**config.mk**
```make
export PLATFORM = sky130hd
export DESIGN_NAME = pipe_hazard_ctrl
export DESIGN_NICKNAME = d
export VERILOG_FILES = /design/src/rtl/pipe_hazard_ctrl_pkg.sv /design/src/rtl/pipe_hazard_ctrl_load_use_detect.sv /design/src/rtl/pipe_hazard_ctrl.sv
export SDC_FILE = /design/constraint.sdc
export NUM_CORES = 1
export LEC_CHECK = 0
export ABC_CLOCK_PERIOD_IN_PS = 1600
export CAP_MARGIN = 30
export CORE_AREA = 4 4 41 43
export DETAILED_ROUTE_END_ITERATION = 10
export DIE_AREA = 0 0 45 47
export REMOVE_ABC_BUFFERS = 1
export SLEW_MARGIN = 0
export SYNTH_ARGS = -nofsm -noshare
export SYNTH_HDL_FRONTEND = slang
export SYNTH_SLANG_ARGS = --single-unit
```
**constraint.sdc**
```tcl
create_clock -name vclk -period 1.6
set_input_delay 0.32 -clock vclk [all_inputs]
set_output_delay 0.32 -clock vclk [all_outputs]
set_load 0.03 [all_outputs]
```
**src/rtl/pipe_hazard_ctrl_pkg.sv**
```systemverilog
// Shared types and constants for the pipeline hazard sequencer.
package pipe_hazard_ctrl_pkg;

  typedef enum logic [1:0] {
    ST_RUN      = 2'd0,
    ST_MEM_WAIT = 2'd1,
    ST_ABORT    = 2'd2
  } state_e;

  localparam int REG_IDX_W = 5;
  localparam logic [REG_IDX_W-1:0] REG_X0 = '0;

  typedef struct packed {
    logic pc_hold;
    logic if_id_hold;
    logic id_ex_hold;
    logic ex_mem_hold;
    logic if_id_flush;
    logic id_ex_flush;
    logic ex_mem_flush;
    logic mem_wb_flush;
  } ctrl_t;

endpackage

```
**src/rtl/pipe_hazard_ctrl_load_use_detect.sv**
```systemverilog
// Compares the ID-stage source registers against the destination of a load in EX.
module load_use_detect
  import pipe_hazard_ctrl_pkg::*;
(
  input  logic [REG_IDX_W-1:0] id_rs1_i,
  input  logic [REG_IDX_W-1:0] id_rs2_i,
  input  logic                 id_use_rs1_i,
  input  logic                 id_use_rs2_i,
  input  logic                 ex_memRead_i,
  input  logic [REG_IDX_W-1:0] ex_rd_i,
  output logic                 load_use_o
);

  logic rs1_hit;
  logic rs2_hit;

  assign rs1_hit = id_use_rs1_i & (id_rs1_i == ex_rd_i);
  assign rs2_hit = id_use_rs2_i & (id_rs2_i == ex_rd_i);

  // x0 is hardwired zero, so a load targeting it never produces a dependency
  assign load_use_o = ex_memRead_i & (ex_rd_i != REG_X0) & (rs1_hit | rs2_hit);

endmodule

```
**src/rtl/pipe_hazard_ctrl.sv**
```systemverilog
// Pipeline hold/flush sequencer for the 5-stage CPU; MEM_TIMEOUT_EN adds the
// data-memory timeout watchdog (counter, ABORT state, sticky mem_err).
module pipe_hazard_ctrl
  import pipe_hazard_ctrl_pkg::*;
#(
  parameter int TIMEOUT_CYCLES = 255,
  parameter int CNT_W          = 8
) (
  input  logic                 clk,
  input  logic                 reset_n,
  input  logic [REG_IDX_W-1:0] id_rs1,
  input  logic [REG_IDX_W-1:0] id_rs2,
  input  logic                 id_use_rs1,
  input  logic                 id_use_rs2,
  input  logic                 ex_memRead,
  input  logic [REG_IDX_W-1:0] ex_rd,
  input  logic                 ex_branch_taken,
  input  logic                 mem_memRead,
  input  logic                 mem_memWrite,
  input  logic                 dmem_ready,
  output logic                 dmem_req,
  output logic                 pc_hold,
  output logic                 if_id_hold,
  output logic                 id_ex_hold,
  output logic                 ex_mem_hold,
  output logic                 if_id_flush,
  output logic                 id_ex_flush,
  output logic                 ex_mem_flush,
  output logic                 mem_wb_flush,
  output logic                 mem_err
);

  state_e state_q, state_d;
  logic   mem_req;
  logic   in_abort;
  logic   mem_stall;
  logic   load_use;
  ctrl_t  ctrl;

  load_use_detect u_load_use (
    .id_rs1_i     (id_rs1),
    .id_rs2_i     (id_rs2),
    .id_use_rs1_i (id_use_rs1),
    .id_use_rs2_i (id_use_rs2),
    .ex_memRead_i (ex_memRead),
    .ex_rd_i      (ex_rd),
    .load_use_o   (load_use)
  );

  assign mem_req = mem_memRead | mem_memWrite;

`ifdef MEM_TIMEOUT_EN
  localparam logic [CNT_W-1:0] CNT_LIMIT = CNT_W'(TIMEOUT_CYCLES - 1);

  logic [CNT_W-1:0] cnt_q, cnt_d;
  logic             err_q, err_d;

  assign in_abort = (state_q == ST_ABORT);
  assign mem_err  = err_q;
`else
  logic unused_params;

  assign unused_params = (TIMEOUT_CYCLES > 0) ^ (CNT_W > 0);
  assign in_abort      = 1'b0;
  assign mem_err       = 1'b0;
`endif

  assign mem_stall = mem_req & ~dmem_ready & ~in_abort;

  // Hazard priority: memory stall freezes EX, so branch and load-use wait behind it
  always_comb begin
    ctrl = '0;
    if (mem_stall) begin
      ctrl.pc_hold      = 1'b1;
      ctrl.if_id_hold   = 1'b1;
      ctrl.id_ex_hold   = 1'b1;
      ctrl.ex_mem_hold  = 1'b1;
      ctrl.mem_wb_flush = 1'b1;
    end else if (in_abort) begin
      ctrl.ex_mem_flush = 1'b1;
      ctrl.mem_wb_flush = 1'b1;
    end else if (ex_branch_taken) begin
      ctrl.if_id_flush  = 1'b1;
      ctrl.id_ex_flush  = 1'b1;
    end else if (load_use) begin
      ctrl.pc_hold      = 1'b1;
      ctrl.if_id_hold   = 1'b1;
      ctrl.id_ex_flush  = 1'b1;
    end
  end

  assign dmem_req     = mem_req & ~in_abort & reset_n;
  assign pc_hold      = ctrl.pc_hold      & reset_n;
  assign if_id_hold   = ctrl.if_id_hold   & reset_n;
  assign id_ex_hold   = ctrl.id_ex_hold   & reset_n;
  assign ex_mem_hold  = ctrl.ex_mem_hold  & reset_n;
  assign if_id_flush  = ctrl.if_id_flush  & reset_n;
  assign id_ex_flush  = ctrl.id_ex_flush  & reset_n;
  assign ex_mem_flush = ctrl.ex_mem_flush & reset_n;
  assign mem_wb_flush = ctrl.mem_wb_flush & reset_n;

  always_comb begin
    state_d = state_q;
`ifdef MEM_TIMEOUT_EN
    cnt_d   = cnt_q;
    err_d   = err_q;
`endif
    case (state_q)
      ST_RUN: begin
        if (mem_req & ~dmem_ready) begin
          state_d = ST_MEM_WAIT;
`ifdef MEM_TIMEOUT_EN
          cnt_d   = '0;
`endif
        end
      end
      ST_MEM_WAIT: begin
        if (dmem_ready) begin
          state_d = ST_RUN;
`ifdef MEM_TIMEOUT_EN
        end else if (cnt_q == CNT_LIMIT) begin
          state_d = ST_ABORT;
        end else begin
          cnt_d   = cnt_q + 1'b1;
`endif
        end
      end
`ifdef MEM_TIMEOUT_EN
      ST_ABORT: begin
        state_d = ST_RUN;
        err_d   = 1'b1;
      end
`endif
      default: state_d = ST_RUN;
    endcase
  end

  always_ff @(posedge clk or negedge reset_n) begin
    if (!reset_n) begin
      state_q <= ST_RUN;
`ifdef MEM_TIMEOUT_EN
      cnt_q   <= '0;
      err_q   <= 1'b0;
`endif
    end else begin
      state_q <= state_d;
`ifdef MEM_TIMEOUT_EN
      cnt_q   <= cnt_d;
      err_q   <= err_d;
`endif
    end
  end

endmodule

```
Yosys cells after proc, flatten, opt, wreduce, memory -nomap -nowiden
Index checks and enable logic that the tools add are counted.
{"block": "totals", "regBits": 0, "input_bits": 24, "out_inout_bits": 10}
{"block": "op_classes", "eq_ne": 2, "mux": 9, "bitwise_logic": 17, "reduce_logical": 1}
{"cell": "1-bit AND", "n": 14}
{"cell": "5-bit == test", "n": 2}
{"cell": "2-bit 2-to-1 mux", "n": 4}
{"cell": "5-bit nonzero test", "n": 1}
{"cell": "1-bit 2-to-1 mux", "n": 4}
{"cell": "3-bit 2-to-1 mux", "n": 1}
{"cell": "1-bit OR", "n": 2}
{"cell": "1-bit inverter", "n": 1}

Depth between registers and ports, before layout
Gate-level depths: netlist (run 1).
{"block": "depth", "word_depth": 8, "depth_mapped": 5, "depth_no_buf": 4}

Hierarchy
Synthesis (run 1) repeated with hierarchy kept, for this count alone.
{"block": "unflattened", "hier_cells": 31, "hier_area_um2": 227.7}
{"mod": "load_use_detect", "n_inst": 1, "cells_per_inst": 17, "area_each_um2": 133.9, "seq_area_each_um2": 0.0}
{"mod": "pipe_hazard_ctrl", "n_inst": 1, "cells_per_inst": 14, "area_each_um2": 93.8, "seq_area_each_um2": 0.0}

Least setup slack after synthesis (run 1)
No wires, ideal clock.
{"block": "synth_timing", "path_kind": "input-to-output", "startpoint": "input port mem_memWrite", "endpoint": "output port pc_hold", "arrival_time_ns": 1.880, "required_time_ns": 1.280, "path_slack_ns": -0.600, "path_stages": 5, "n_path_buf": 1, "cell_sequence": "nor2_1 > nor2b_1 > and2b_1 > o21bai_1 > buf_4"}
{"block": "synth_between", "elab_chain_cells": 4}
{"element": "start, declared", "line": "pipe_hazard_ctrl.sv:19", "source": "input logic mem_memWrite,"}
{"element": "1-bit OR", "line": "pipe_hazard_ctrl.sv:50", "source": "assign mem_req = mem_memRead | mem_memWrite;"}
{"element": "1-bit AND"}
{"element": "2-bit 2-to-1 mux", "line": "pipe_hazard_ctrl.sv:73", "source": "if (mem_stall) begin"}
{"element": "1-bit AND", "line": "pipe_hazard_ctrl.sv:93", "source": "assign pc_hold = ctrl.pc_hold & reset_n;"}
{"element": "end, declared", "line": "pipe_hazard_ctrl.sv:22", "source": "output logic pc_hold,"}
Every way passes these cells.

Worst setup path after layout (run 1)
{"block": "layout_timing", "startpoint": "input port ex_rd[1]", "endpoint": "output port pc_hold"}
{"block": "layout_between", "elab_chain_cells": 8}
{"element": "start, declared", "line": "pipe_hazard_ctrl.sv:16", "source": "input logic [REG_IDX_W-1:0] ex_rd,"}
{"element": "5-bit == test (on tied branches)", "line": "pipe_hazard_ctrl_load_use_detect.sv:17, pipe_hazard_ctrl_load_use_detect.sv:18"}
{"element": "1-bit AND (on tied branches)", "line": "pipe_hazard_ctrl_load_use_detect.sv:17, pipe_hazard_ctrl_load_use_detect.sv:18"}
{"element": "1-bit OR", "line": "pipe_hazard_ctrl_load_use_detect.sv:21", "source": "assign load_use_o = ex_memRead_i & (ex_rd_i != REG_X0) & (rs1_hit | rs2_hit);"}
{"element": "1-bit AND *", "line": "pipe_hazard_ctrl_load_use_detect.sv:21"}
{"element": "2-bit 2-to-1 mux *", "line": "pipe_hazard_ctrl.sv:85", "source": "end else if (load_use) begin"}
{"element": "2-bit 2-to-1 mux *", "line": "pipe_hazard_ctrl.sv:82", "source": "end else if (ex_branch_taken) begin"}
{"element": "2-bit 2-to-1 mux *", "line": "pipe_hazard_ctrl.sv:73"}
{"element": "1-bit AND *", "line": "pipe_hazard_ctrl.sv:93"}
Every way passes the cells marked *; elsewhere a longest branch is shown, timed or not.

==> results of run 1 <==
[power breakdown]
group	leakage [nW]	total, mW	internal, mW	switching, mW
combinational	0.291	0.176	0.0967	0.0792
clock	0	0	0	0
sequential	0	0	0	0
total	0.291	0.176	0.0967	0.0792
[layout make-up]
class / instances / area (um^2) / share of cell area [%]
timing repair buffer: 41 / 352.8 / 56.51
multi-input combinational: 27 / 249.0 / 39.88
tap: 15 / 18.77 / 3.006
inverter: 1 / 3.754 / 0.6012
[through the flow]
stage / power [mW] / std cells / hold WS, ns
floorplan: 0.06218 / 28 / 0.8338
global placement: 0.1616 / 82 / 1.324
detailed placement: 0.1625 / 82 / 1.326
CTS: 0.1613 / 83 / 1.293
global route: 0.1887 / 84 / 1.346
finish: 0.1759 / 84 / 1.295
[critical path: stages]
cell	delay, ns
buf_8	0.10
or4_4	0.52
o21ai_2	0.12
nand3b_1	0.11
o21bai_1	0.09
buf_4	0.17
[layout by cell type, fill, tap and decap left out]
cell type        count
buf_4               13
buf_6                8
buf_2                6
xor2_1               5
clkdlybuf4s50_1      5
dlygate4sd2_1        4
xor2_2               3
clkdlybuf4s15_1      3
nor2_2               2
o21ai_2              2
nor4_2               2
xnor2_1              2
conb_1               2
inv_1                1
and2_2               1
a32oi_2              1
or4_4                1
or2_2                1
o22ai_1              1
nor2b_1              1
and2b_1              1
nand3b_1             1
o21bai_1             1
clkbuf_2             1
buf_8                1
[cells by family after synthesis]
logic type | count (synthesis) | share of synthesized area, %
compound gates | 5 | 14.29
xor+xnor | 10 | 38.46
buf+inv | 6 | 18.13
other cells | 1 | 1.647
simple gates | 10 | 27.48
[layer usage]
layer / share of wire (%) / wire [um]
met5: 0 / 0
met4: 0 / 0
met3: 14 / 116
met2: 57 / 475
met1: 30 / 248
[final timing paths]
path	startpoint	endpoint	slack, ns	cells past startpoint
max	ex_rd[1]	pc_hold	-0.16	6
min	reset_n	id_ex_flush	1.29	5
[repair_timing]
item | 4_1_cts | 5_1_grt
setup endpoints to repair | 7 | 7
setup buffers | 1 | 1
hold buffers | 0 | 0
resized for setup | 55 | 19
pin swaps | 14 | 6
==> results by group, run 1 <==
STA
  – Period utilization: 110.3%
  – Worst setup margin: -0.1642 ns
  – Pins Over Slew Limit: 0
  – RSZ-0062 raised after global routing: yes
  – Highest clock rate: 566.8 MHz
  – Time the worst path needs with I/O delays and setup: 1.764 ns
  – Final Setup Violations: 3
  – Setup TNS: -0.4666 ns
  – Final Hold Fails: 0

Layout
  – Util after Layout: 47.98%
  – Inserted Diodes: 0
  – Fill cells: 145
  – Sequential cells: 0
  – Final instance area: 624.3 um^2
  – Nets: 95
  – Layout area overhead: 174.2%
  – Clock buffers: 0
  – Reg area: 0 um^2
  – Layout cell share with drive strength beyond 1: 60.87%

Critical path
  – CP Class: in2out
  – CP arrival: 1.44 ns
  – Worst path required time: 1.28 ns
  – Worst setup SP type: primary input
  – Critical Path Fanout Max: 3
  – CP endpoint kind: output pin

Global routing
  – First-pass GRT wire length: 1214 um
  – Met1 usage: 8.764%
  – Largest net degree at the start of global routing: 4
  – Antenna violations before repair: 0
  – Gr ovfl total: 0
  – Tot GR Track Use: 7.238%
  – Vias in the first global route: 317
  – M2 GR Usage: 14.41%
  – GR Util met3: 0.7663%
  – Most used routing layer: met2

Routing
  – Via/cell ratio: 4.036
  – Drt wl/cell: 10.00 um
  – Total vias in the final route: 339
  – Initial DRT Pass Iterations: 2
  – Total length of routed wires: 840 um
  – Drt drc: 0
  – Antenna Nets Post-Route: 0
  – Iteration-0 DRC count of the detailed router: 1

Outcome
  – Failing checks: setup timing
  – Outcome: finished, violations left

Floorplanning
  – Core ar.: 1301 um^2
  – Die ar.: 2115 um^2
  – Num ports: 34
  – Chip height: 47 um
  – Die width: 45 um
  – Initial Utilization: 17.50%
  – # rows: 13

Run
  – Max cap viols: 0

Min path
  – Hold WC Path Type: in2out

Power and ir drop
  – Pwr dens: 281.7 nW/um^2
  – Worst VDD drop: 0.09352 mV
  – Leak: 0.2909 nW

Yosys
  – Syn Area/Cell: 7.116 um^2
  – Mapped Cells: 32
  – Ys Warns: 0
  – Synth top cells by count: xor2_1, buf_4, nor2_1, nor4_1, xnor2_1
  – Synth top area cells: xor2_1, buf_4, xnor2_1
  – Most numerous cell in the Yosys netlist: xor2_1
  – Cell area after synthesis: 227.7 um^2
  – Post-synth top area share: 30.77%
  – Synth area leader: xor2_1
  – Post-synthesis sequential area ratio: 0%
  – Unique masters post-synth: 18

Place
  – Pre-CTS setup slack: -0.6059 ns
  – I/O Buffers: 31
  – Post-placement cell area: 563.0 um^2
  – Dpl hpwl: 720.1 um
  – Routability cong.: 0.7034
No activity file was read; power rests on OpenSTA's default activity.
==> run 2, diff against run 1 <==
--- a/config.mk
+++ b/config.mk
@@ -10,6 +10,7 @@
 export CORE_AREA = 4 4 41 43
 export DETAILED_ROUTE_END_ITERATION = 10
 export DIE_AREA = 0 0 45 47
+export DONT_BUFFER_PORTS = 1
 export REMOVE_ABC_BUFFERS = 1
 export SLEW_MARGIN = 0
 export SYNTH_ARGS = -nofsm -noshare
==> run 2 against run 1 <==
The run still ends with setup timing left. Count of clock-buffer cells in the layout unchanged. Final area shrank 53%. Flip-flop and latch count stayed put. Combinational power is 49% lower. Non-clock buffer count is 36 lower. Global-route usage fell by 2.0 points. Critical path type unchanged. Core utilization is 25 points lower. Total power down 49%. Via count fell by 37%. First-iteration DRC count unchanged. Sequential share of layout area is the same. Wire length down 28%.
==> results by group, run 2 (same netlist as run 1, synthesis figures left out) <==
Global routing
  – Vias in the first global route: 206 (-35%)
  – First-pass GRT wire length: 855 um (-30%)
  – Tot GR Track Use: 5.193% (-2.0 points)
  – Antenna violations before repair: 0 (unchanged)
  – Gr ovfl total: 0 (unchanged)
  – Largest net degree at the start of global routing: 4 (unchanged)

Critical path
  – Slowest stage delay, CP: 0.52 ns (about the same)
  – CP max stage cell: or4_4
  – CP Cell Sequence: or4_4 -> o21ai_2 -> nand3b_1 -> o21bai_2 -> buf_12
  – CP arrival: 1.33 ns (-0.11 ns)
  – Worst setup SP type: primary input
  – Critical Path Fanout Max: 3 (unchanged)
  – Worst path required time: 1.28 ns (about the same)
  – CP Class: in2out
  – CP endpoint kind: output pin

STA
  – Final Hold Fails: 0 (unchanged)
  – Highest clock rate: 606.8 MHz (+7.0%)
  – Pins Over Slew Limit: 0 (unchanged)
  – Final Setup Violations: 3 (unchanged)
  – RSZ-0062 raised after global routing: yes
  – Worst setup margin: -0.04807 ns (+0.1161 ns)
  – Final hold slack: 0.9221 ns (-0.3728 ns)
  – Period utilization: 103.0% (-7.3 points)
  – Time the worst path needs with I/O delays and setup: 1.648 ns (-0.1161 ns)
  – Setup TNS: -0.1344 ns (+0.3322 ns)

Place
  – Pre-CTS setup slack: -0.1160 ns (+0.4899 ns)
  – Post-placement cell area: 262.8 um^2 (-53%)
  – Dpl hpwl: 596.8 um (-17%)
  – DP Cell Count: 48 (-41%)
  – Routability cong.: 0.6255 (-11%)
  – I/O Buffers: 0 (-100%)

Layout
  – Final instance area: 294.0 um^2 (-53%)
  – Layout area overhead: 29.12%
  – Finished Layout Cells: 48 (-43%)
  – Util after Layout: 22.60% (-25 points)
  – Clock buffers: 0 (unchanged)
  – Commonest non-fill, non-tap cell in the layout: xor2_1
  – Nets: 59 (-38%)
  – Layout cell share with drive strength beyond 1: 39.39% (-21 points)
  – Fill cells: 156 (+7.6%)
  – Commonest non-fill, non-tap cells in the layout: xor2_1, buf_4
  – Sequential cells: 0 (unchanged)
  – Inserted Diodes: 0 (unchanged)
  – Reg area: 0 um^2 (unchanged)

Floorplanning
  – Chip height: 47 um (unchanged)
  – Core ar.: 1301 um^2 (unchanged)
  – Num ports: 34 (unchanged)
  – Die ar.: 2115 um^2 (unchanged)
  – Initial Utilization: 17.50% (unchanged)
  – # rows: 13 (unchanged)
  – Die width: 45 um (unchanged)

Routing
  – Initial DRT Pass Iterations: 2 (unchanged)
  – Drt drc: 0 (unchanged)
  – Total vias in the final route: 212 (-37%)
  – Antenna Nets Post-Route: 0 (unchanged)
  – Via/cell ratio: 4.417 (+9.4%)
  – Total length of routed wires: 605 um (-28%)
  – Iteration-0 DRC count of the detailed router: 1 (unchanged)
  – Drt wl/cell: 12.60 um (+26%)

Run
  – Max cap viols: 0 (unchanged)

Min path
  – Worst Hold Depth: 2 (-3)
  – Hold WC Path Type: in2out

Outcome
  – Failing checks: setup timing
  – Outcome: finished, violations left

Power and ir drop
  – Leak: 0.1170 nW (-60%)
  – Worst VDD drop: 0.05778 mV (-38%)
  – Pwr dens: 303.8 nW/um^2 (+7.8%)
  – Total Power: 89.32 uW (-49%)

Clock tree
  – Hold_buf cts: 0 (unchanged)
==> run 2: area by class of cell <==
type                            count  area (um^2)  share of cell area [%]
Multi-Input combinational cell     27        221.5                   75.32
Timing Repair Buffer                5        50.05                   17.02
Tap cell                           15        18.77                   6.383
Inverter                            1        3.754                   1.277
==> run 2: final timing paths <==
check	from	to	slack (ns)
min	reset_n	dmem_req	0.92
max	ex_rd[4]	if_id_hold	-0.05
==> run 2: what timing repair did <==
| action | in CTS | in global routing |
|---|---|---|
| cloned | 0 | 0 |
| setup buffers | 0 | 0 |
| resized for setup | 3 | 3 |
| pin swaps | 2 | 5 |
| endpoints found under the setup margin | 3 | 3 |
| endpoints found under the hold margin | 0 | 0 |
==> run 2: power by group <==
group	total (mW)	switching [mW]	internal (mW)
sequential	0	0	0
combinational	0.0893	0.0529	0.0365
clock	0	0	0
==> run 2: metal layers <==
| layer | global-route usage [%] | wire (um) |
|---|---|---|
| met1 | 6.292 | 213 |
| met4 | 0 | 0 |
| met2 | 10.17 | 299 |
| met3 | 0.7663 | 93 |
| met5 | 0 | 0 |
==> run 2: critical path, delay by kind of cell <==
family	cells	cell delay, ns
simple gates	2	0.65
compound gates	2	0.20
buf+inv	1	0.16
